[src/rtl/fas_serial_if.sv]
// fas_serial_if: request/response bundle between a controller and fas_serial_ctrl
interface fas_serial_if #(parameter int W = 8);
  logic         start;
  logic         op_sub;
  logic [W-1:0] op_a;
  logic [W-1:0] op_b;
  logic         busy;
  logic         done;
  logic [W-1:0] result;
  logic         cout;
  logic         ovf;
  modport master (output start, op_sub, op_a, op_b, input busy, done, result, cout, ovf);
  modport slave (input start, op_sub, op_a, op_b, output busy, done, result, cout, ovf);
endinterface

[src/rtl/fas_serial_ctrl.sv]
// fas_serial_ctrl: bit-serial W-bit add/sub sequencer for one fas cell; FAS_SERIAL_OVF_EN enables ovf capture
module fas_serial_ctrl #(parameter int W = 8) (
  input  logic        clk,
  input  logic        rst_n,
  fas_serial_if.slave bus,
  output logic        fa_a,
  output logic        fa_b,
  output logic        fa_cin,
  output logic        fa_a_ns,
  input  logic        fa_s,
  input  logic        fa_cout
);
  localparam int KW = $clog2(W);
  typedef enum logic [1:0] {IDLE, RUN, DONE} state_t;
  state_t state_q, state_d;
  logic [W-1:0] a_q, a_d, b_q, b_d, res_q, res_d, result_q, result_d;
  logic [KW-1:0] k_q, k_d;
  logic sub_q, sub_d, carry_q, carry_d, cout_q, cout_d;
  logic run, last, go;
  always_comb begin
    run      = state_q == RUN;
    last     = run && k_q == KW'(W - 1);
    go       = state_q == IDLE && bus.start;
    state_d  = go ? RUN : last ? DONE : state_q == DONE ? IDLE : state_q;
    a_d      = go ? bus.op_a : run ? a_q >> 1 : a_q;
    b_d      = go ? bus.op_b : run ? b_q >> 1 : b_q;
    sub_d    = go ? bus.op_sub : sub_q;
    carry_d  = go ? 1'b0 : run ? fa_cout : carry_q;
    k_d      = go ? '0 : run && !last ? k_q + 1'b1 : k_q;
    res_d    = run ? {fa_s, res_q[W-1:1]} : res_q;
    result_d = last ? res_d : result_q;
    cout_d   = last ? fa_cout : cout_q;
    fa_a     = run & a_q[0];
    fa_b     = run & b_q[0];
    fa_cin   = run & carry_q;
    fa_a_ns  = ~sub_q;
  end
  always_ff @(posedge clk) begin
    if (!rst_n) begin
      state_q  <= IDLE;
      a_q      <= '0;
      b_q      <= '0;
      res_q    <= '0;
      result_q <= '0;
      k_q      <= '0;
      sub_q    <= 1'b0;
      carry_q  <= 1'b0;
      cout_q   <= 1'b0;
    end else begin
      state_q  <= state_d;
      a_q      <= a_d;
      b_q      <= b_d;
      res_q    <= res_d;
      result_q <= result_d;
      k_q      <= k_d;
      sub_q    <= sub_d;
      carry_q  <= carry_d;
      cout_q   <= cout_d;
    end
  end
`ifdef FAS_SERIAL_OVF_EN
  logic ovf_q, ovf_d;
  always_comb ovf_d = last ? fa_cin ^ fa_cout : ovf_q;
  always_ff @(posedge clk) ovf_q <= rst_n ? ovf_d : 1'b0;
  assign bus.ovf = ovf_q;
`else
  assign bus.ovf = 1'b0;
`endif
  assign bus.busy   = run;
  assign bus.done   = state_q == DONE;
  assign bus.result = result_q;
  assign bus.cout   = cout_q;
endmodule
[src/flat_wrapper.sv]
// flat-port wrapper written by rule: the top's interface ports become plain ports
module fas_serial_ctrl_flat 
#(parameter int W = 8)
  (clk, rst_n, fa_a, fa_b, fa_cin, fa_a_ns, fa_s, fa_cout, bus_start, bus_op_sub, bus_op_a, bus_op_b, bus_busy, bus_done, bus_result, bus_cout, bus_ovf);
  fas_serial_if #(.W(W)) bus_i ();
  input  logic clk;
  input  logic rst_n;
  output logic fa_a;
  output logic fa_b;
  output logic fa_cin;
  output logic fa_a_ns;
  input  logic fa_s;
  input  logic fa_cout;
  input wire logic [$bits(bus_i.start)-1:0] bus_start;
  input wire logic [$bits(bus_i.op_sub)-1:0] bus_op_sub;
  input wire logic [$bits(bus_i.op_a)-1:0] bus_op_a;
  input wire logic [$bits(bus_i.op_b)-1:0] bus_op_b;
  output wire logic [$bits(bus_i.busy)-1:0] bus_busy;
  output wire logic [$bits(bus_i.done)-1:0] bus_done;
  output wire logic [$bits(bus_i.result)-1:0] bus_result;
  output wire logic [$bits(bus_i.cout)-1:0] bus_cout;
  output wire logic [$bits(bus_i.ovf)-1:0] bus_ovf;
  assign bus_i.start = bus_start;
  assign bus_i.op_sub = bus_op_sub;
  assign bus_i.op_a = bus_op_a;
  assign bus_i.op_b = bus_op_b;
  assign bus_busy = bus_i.busy;
  assign bus_done = bus_i.done;
  assign bus_result = bus_i.result;
  assign bus_cout = bus_i.cout;
  assign bus_ovf = bus_i.ovf;
  fas_serial_ctrl #(.W(W)) u_core (.clk(clk), .rst_n(rst_n), .bus(bus_i), .fa_a(fa_a), .fa_b(fa_b), .fa_cin(fa_cin), .fa_a_ns(fa_a_ns), .fa_s(fa_s), .fa_cout(fa_cout));
endmodule
[config.mk]
export PLATFORM = sky130hd
export DESIGN_NAME = fas_serial_ctrl_flat
export DESIGN_NICKNAME = d
export VERILOG_FILES = /design/src/rtl/fas_serial_if.sv /design/src/rtl/fas_serial_ctrl.sv /design/src/flat_wrapper.sv
export SDC_FILE = /design/constraint.sdc
export NUM_CORES = 1
export LEC_CHECK = 0
export CAP_MARGIN = 20
export CORE_MARGIN = 5
export CORE_UTILIZATION = 45
export CTS_CLUSTER_SIZE = 20
export DETAILED_ROUTE_END_ITERATION = 10
export GPL_TIMING_DRIVEN = 0
export PLACE_DENSITY = 0.8
export SYNTH_ARGS = -nofsm -noshare
export SYNTH_HDL_FRONTEND = slang
export SYNTH_SLANG_ARGS = --single-unit
export TNS_END_PERCENT = 10
[constraint.sdc]
create_clock -name clk -period 1.3 [get_ports clk]
set_input_delay 0.26 -clock clk [delete_from_list [all_inputs] [get_ports clk]]
set_output_delay 0.26 -clock clk [all_outputs]
set_load 0.02 [all_outputs]
Word-level counts from Yosys, hierarchy flattened --
Cells that the tools add are included.
Word-level totals: register bits 40, input bits 22, output and inout port bits 16, logic and storage cells 36
Operators by class: add/sub/neg operators 1, equal/unequal tests 3, muxes and demuxes 8, bitwise gates (word level) 5, reduce and logical (&&, ||, !) cells 9
Operators with widths (count):
- $mux W8 | 5
- $mux W2 | 2
- $reduce_bool A2 Y1 | 2
- $add A3 B1 Y3 const B | 1
- $and A1 B1 Y1 | 3
- $eq A3 B3 Y1 const B | 1
- $logic_and A1 B1 Y1 | 3
- $reduce_bool A3 Y1 | 1
- $eq A2 B1 Y1 const B | 1
- $eq A2 B2 Y1 const B | 1
- $logic_not A2 Y1 | 1
- $not A1 Y1 | 2
- $reduce_or A2 Y1 | 1
- $logic_not A1 Y1 | 1
- $mux W1 | 1

Longest topological paths before layout --
word-level depth 4, gate-level depth with buffers 6, gate-level depth less buffers 5

Worst setup path before layout --
Ideal clock, no wire load.
path kind reg2out, start point register u_core.state_q[1], end point output port bus_done, data arrival time 1.090 ns, required time 1.040 ns, setup slack -0.050 ns, cell stages (with the launch flop) 4, path through dfxtp_1 > buf_2 > buf_2 > nor2b_1
Between the ends: longest elaborated chain between the ends 1
Ends and longest elaborated chain:
- start: declaration | RTL line fas_serial_ctrl.sv:15 | state_t state_q, state_d;
- start signal: assignment | RTL line fas_serial_ctrl.sv:50 | state_q <= state_d;
- $eq A2 B2 Y1 | RTL line fas_serial_ctrl.sv:70 | assign bus.done = state_q == DONE;
- end: declaration | RTL line flat_wrapper.sv:19 | output wire logic [$bits(bus_i.done)-1:0] bus_done;
Every way passes these cells.

Final worst setup path --
start point register u_core.state_q[1], end point output port fa_a
Between the ends: longest elaborated chain between the ends 2
Ends and longest elaborated chain:
- $eq A2 B1 Y1 | RTL line fas_serial_ctrl.sv:21 | run = state_q == RUN;
- $and A1 B1 Y1 | RTL line fas_serial_ctrl.sv:33 | fa_a = run & a_q[0];
- end: declaration | RTL line flat_wrapper.sv:8 | output logic fa_a;
Every way passes these cells.

==> flow_summary_export.csv <==
group,metric,value,unit
worst_setup_path,crit_chain,"nand2b_4, inv_4, buf_6, and2_4, buf_6",
pwr,largest_vdd_supply_drop,661,µV
clock_tree,numClockSinks,39,
global_route,first_global_vias,1382,
drt,post-route-drc-count,0,
layout,final_core_util,64.0,%
timing,finalHoldViolCount,0,
global_route,antenna_found_initial,0,
timing,postLayoutSetupSlackWorst,-0.202,ns
layout,n_antenna_cell,0,
clock_tree,cts-htree-levels,2,
worst_setup_path,critical_path.startpoint_type,"register",
place,dp_hpwl,2620,µm
clock_tree,cts.root.buffer_cell,"clkbuf_8",
clock_tree,cts_tree,"built",
worst_setup_path,crit_slowest_cell,"dfxtp_4",
flow_run,maxCapViolations,0,
logic_synthesis,syn_avg_cell_area,9.34,µm²
logic_synthesis,synth_top_cell_area_share,45.2,%
worst_setup_path,critical_path_peak_fanout,5,
die,dieArea,5180,µm²
die,std_cell_rows,22,
drt,drt_first_iter_violations,90,
die,die_width,72.0,µm
global_route,groute.layer.met2.usage,22.8,%
clock_tree,clock_latency,0.30,ns
logic_synthesis,synth.area.top_cells,"dfxtp_1 45%, a21boi_0 7.4%, a2bb2oi_1 7.1%, nand2_1 5.9%, o221a_1 5.2%",
logic_synthesis,netlist_instances,185,
worst_setup_path,setup.worst_path.end_class,"primary output",
timing,fmax,666,MHz
global_route,top_usage_layer,"met2",
worst_setup_path,critical_path_at,1.24,ns
logic_synthesis,synth.net_count,209,
timing,worst_hold_slack,0.372,ns
timing,final_worst_path_period_need,1.50,ns
logic_synthesis,synth.cell_area,1730,µm²
place,placement.io_buffers,35,
global_route,grt_first_pass_wirelength,6470,µm
clock_tree,cts.reportedPaths.clkPinSlew,0.08,ns
layout,syn_to_final_growth,36.7,%
worst_hold_path,timing.hold.worst.class,"in -> reg",
timing,rsz0062_at_grt,"true",
timing,setup-violations-final,30,
worst_setup_path,worstPathRequired,1.04,ns
timing,final_number_of_max_transition_violations,0,
logic_synthesis,yosysWarnings,0,
clock_tree,cts_buffers,5,
timing,post-route-period-util,116,%
pwr,static-leakage-power,0.964,nW
clock_tree,cts-hold-fix-buffers,0,
worst_setup_path,worst-setup-path-type,"reg -> out",
pwr,powerDensity,1150,nW/µm²
drt,average_detailed_routed_wire_length_per_instance,13.9,µm
place,preCtsSetupSlack,-0.598,ns
die,chipHeight,72.0,µm
layout,fin_nets,256,
run_status,status,"finished with violations",
global_route,global_route.usage.total,15.9,%
worst_setup_path,crit_path_frequent_cell,"buf_6",
drt,routed_via_density,5.22,
drt,detailroute.via_count,1468,
die,io_pins,38,
timing,totalNegativeSetupSlack,-1.62,ns
logic_synthesis,sequential_share_of_the_synthesized_area,45.2,%
place,dpl.cell_count,268,
global_route,overflow,0,
global_route,met3_use_gr,4.85,%
timing,max_clock_skew,0.00337,ns
logic_synthesis,ys_seq_elements,39,
run_status,failed_checks,"setup timing",
global_route,grt_start_max_net_pins,13,
die,coreArea,3690,µm²
layout,finalNonFillerCells,281,
place,routabilityCongestion,0.773,
drt,drt_wl_total,3910,µm
die,initial_cell_density_of_the_core,46.8,%
drt,detail-route-antenna-nets,0,
layout,drive_above_1_share,21.9,%
worst_setup_path,slowest_delay,0.38,ns
logic_synthesis,synthDominantAreaCellType,"dfxtp_1",
logic_synthesis,netlist-cell-type-count,29,
global_route,grtUsageMet1,21.8,%
clock_tree,cts-root-to-sink-buffers,2,
drt,drtPass1Iterations,4,
synthesized netlist by cell type (all sizes together):
master	n
a21boi	19
a21oi	3
a2bb2oi	14
and2	3
and3	1
buf	11
clkbuf	5
conb	1
dfxtp	39
ha	2
inv	16
nand2	27
nand2b	4
nand3	9
nand3b	1
nor2	3
nor2b	1
nor3b	1
o211a	1
o21ai	6
o221a	14
or3b	3
xnor2	1
logic make-up after synthesis:
family | after synthesis | synth area share, %
AND/OR/NAND/NOR | 53 | 15.9
XOR/XNOR | 1 | 0.507
flip-flops | 39 | 45.2
adder cells (fa/ha/maj) | 2 | 1.45
buffers and inverters | 32 | 9.12
other | 1 | 0.217
AO/OA/AOI/OAI | 57 | 27.7
registers in the layout, indices dropped and copies added, names as in the netlist:
register,flops
u_core.res_q,7
u_core.bus.cout,1
u_core.a_q,8
u_core.carry_q,1
u_core.bus.result,8
u_core.sub_q,1
u_core.state_q,2
u_core.b_q,8
u_core.k_q,3
critical path, delay by kind of cell (launching register included):
family / cells / cell delay (ns)
DFF: 1 / 0.38
and+or+nand+nor: 2 / 0.28
buffers and inverters: 3 / 0.28
path summary, 6_finish.rpt:
path	startpoint	end	slack, ns	depth (start not counted)
setup reg to reg	u_core.state_q[0]$_SDFFE_PN0P_	u_core.b_q[6]$_SDFFE_PN0P_	-0.06	6
setup / recovery	u_core.state_q[1]$_SDFFE_PP0P_	fa_a	-0.20	5
hold / removal	rst_n	u_core.res_q[3]$_SDFF_PN0_	0.37	2
hold reg to reg	u_core.bus.result[4]$_SDFFE_PN0P_	u_core.bus.result[4]$_SDFFE_PN0P_	0.46	2
stage by stage:
| step | power, mW | cell area [µm²] |
|---|---|---|
| 2_1_floorplan | 1.52 | 1730 |
| 3_3_place_gp | 1.64 | 2140 |
| 3_5_place_dp | 1.65 | 2140 |
| 4_1_cts | 2.72 | 2330 |
| 5_1_grt | 2.80 | 2360 |
| 6_report | 2.71 | 2360 |
metal layers:
metal	wire (µm)	part of all wire (%)	vias up
met1	1880	48	685
met3	201	5.1	4
met2	1780	45	36
met4	54	1.4	0
li1	-	-	743
met5	0	0	-
cell usage in the layout (no fill, tap or decap), types with 5 or more instances in the layout:
cell type,synthesis,routed
a2bb2oi_1,14,14
o221a_1,8,8
inv_1,16,15
buf_2,6,5
o221a_2,6,6
a21boi_0,17,17
clkbuf_8,0,6
buf_6,3,9
nand3_1,9,9
dlygate4sd2_1,0,9
nand2_1,27,27
clkdlybuf4s50_1,0,20
o21ai_0,6,5
buf_4,2,7
dfxtp_1,39,37
layout make-up:
| cell class | count | area, µm² |
|---|---|---|
| Multi-Input combinational cell | 114 | 827 |
| Buffer | 16 | 129 |
| Inverter | 16 | 62.6 |
| Fill cell | 328 | 1330 |
| Clock buffer | 6 | 82.6 |
| Timing Repair Buffer | 40 | 380 |
| Clock inverter | 2 | 35.0 |
| Sequential cell | 39 | 786 |
| Tap cell | 48 | 60.1 |
where the power goes:
group / switching (mW) / total (mW) / internal [mW]
registers: 0.0293 / 1.28 / 1.25
clock network: 0.437 / 1.06 / 0.621
logic: 0.162 / 0.373 / 0.211
repair_timing:
item,CTS,global route
buffers inserted,3,2
setup endpoints to repair,39,35
resized for setup,61,6
gates cloned,0,0
pin swaps,1,3
No activity file was read; power rests on OpenSTA's default activity.
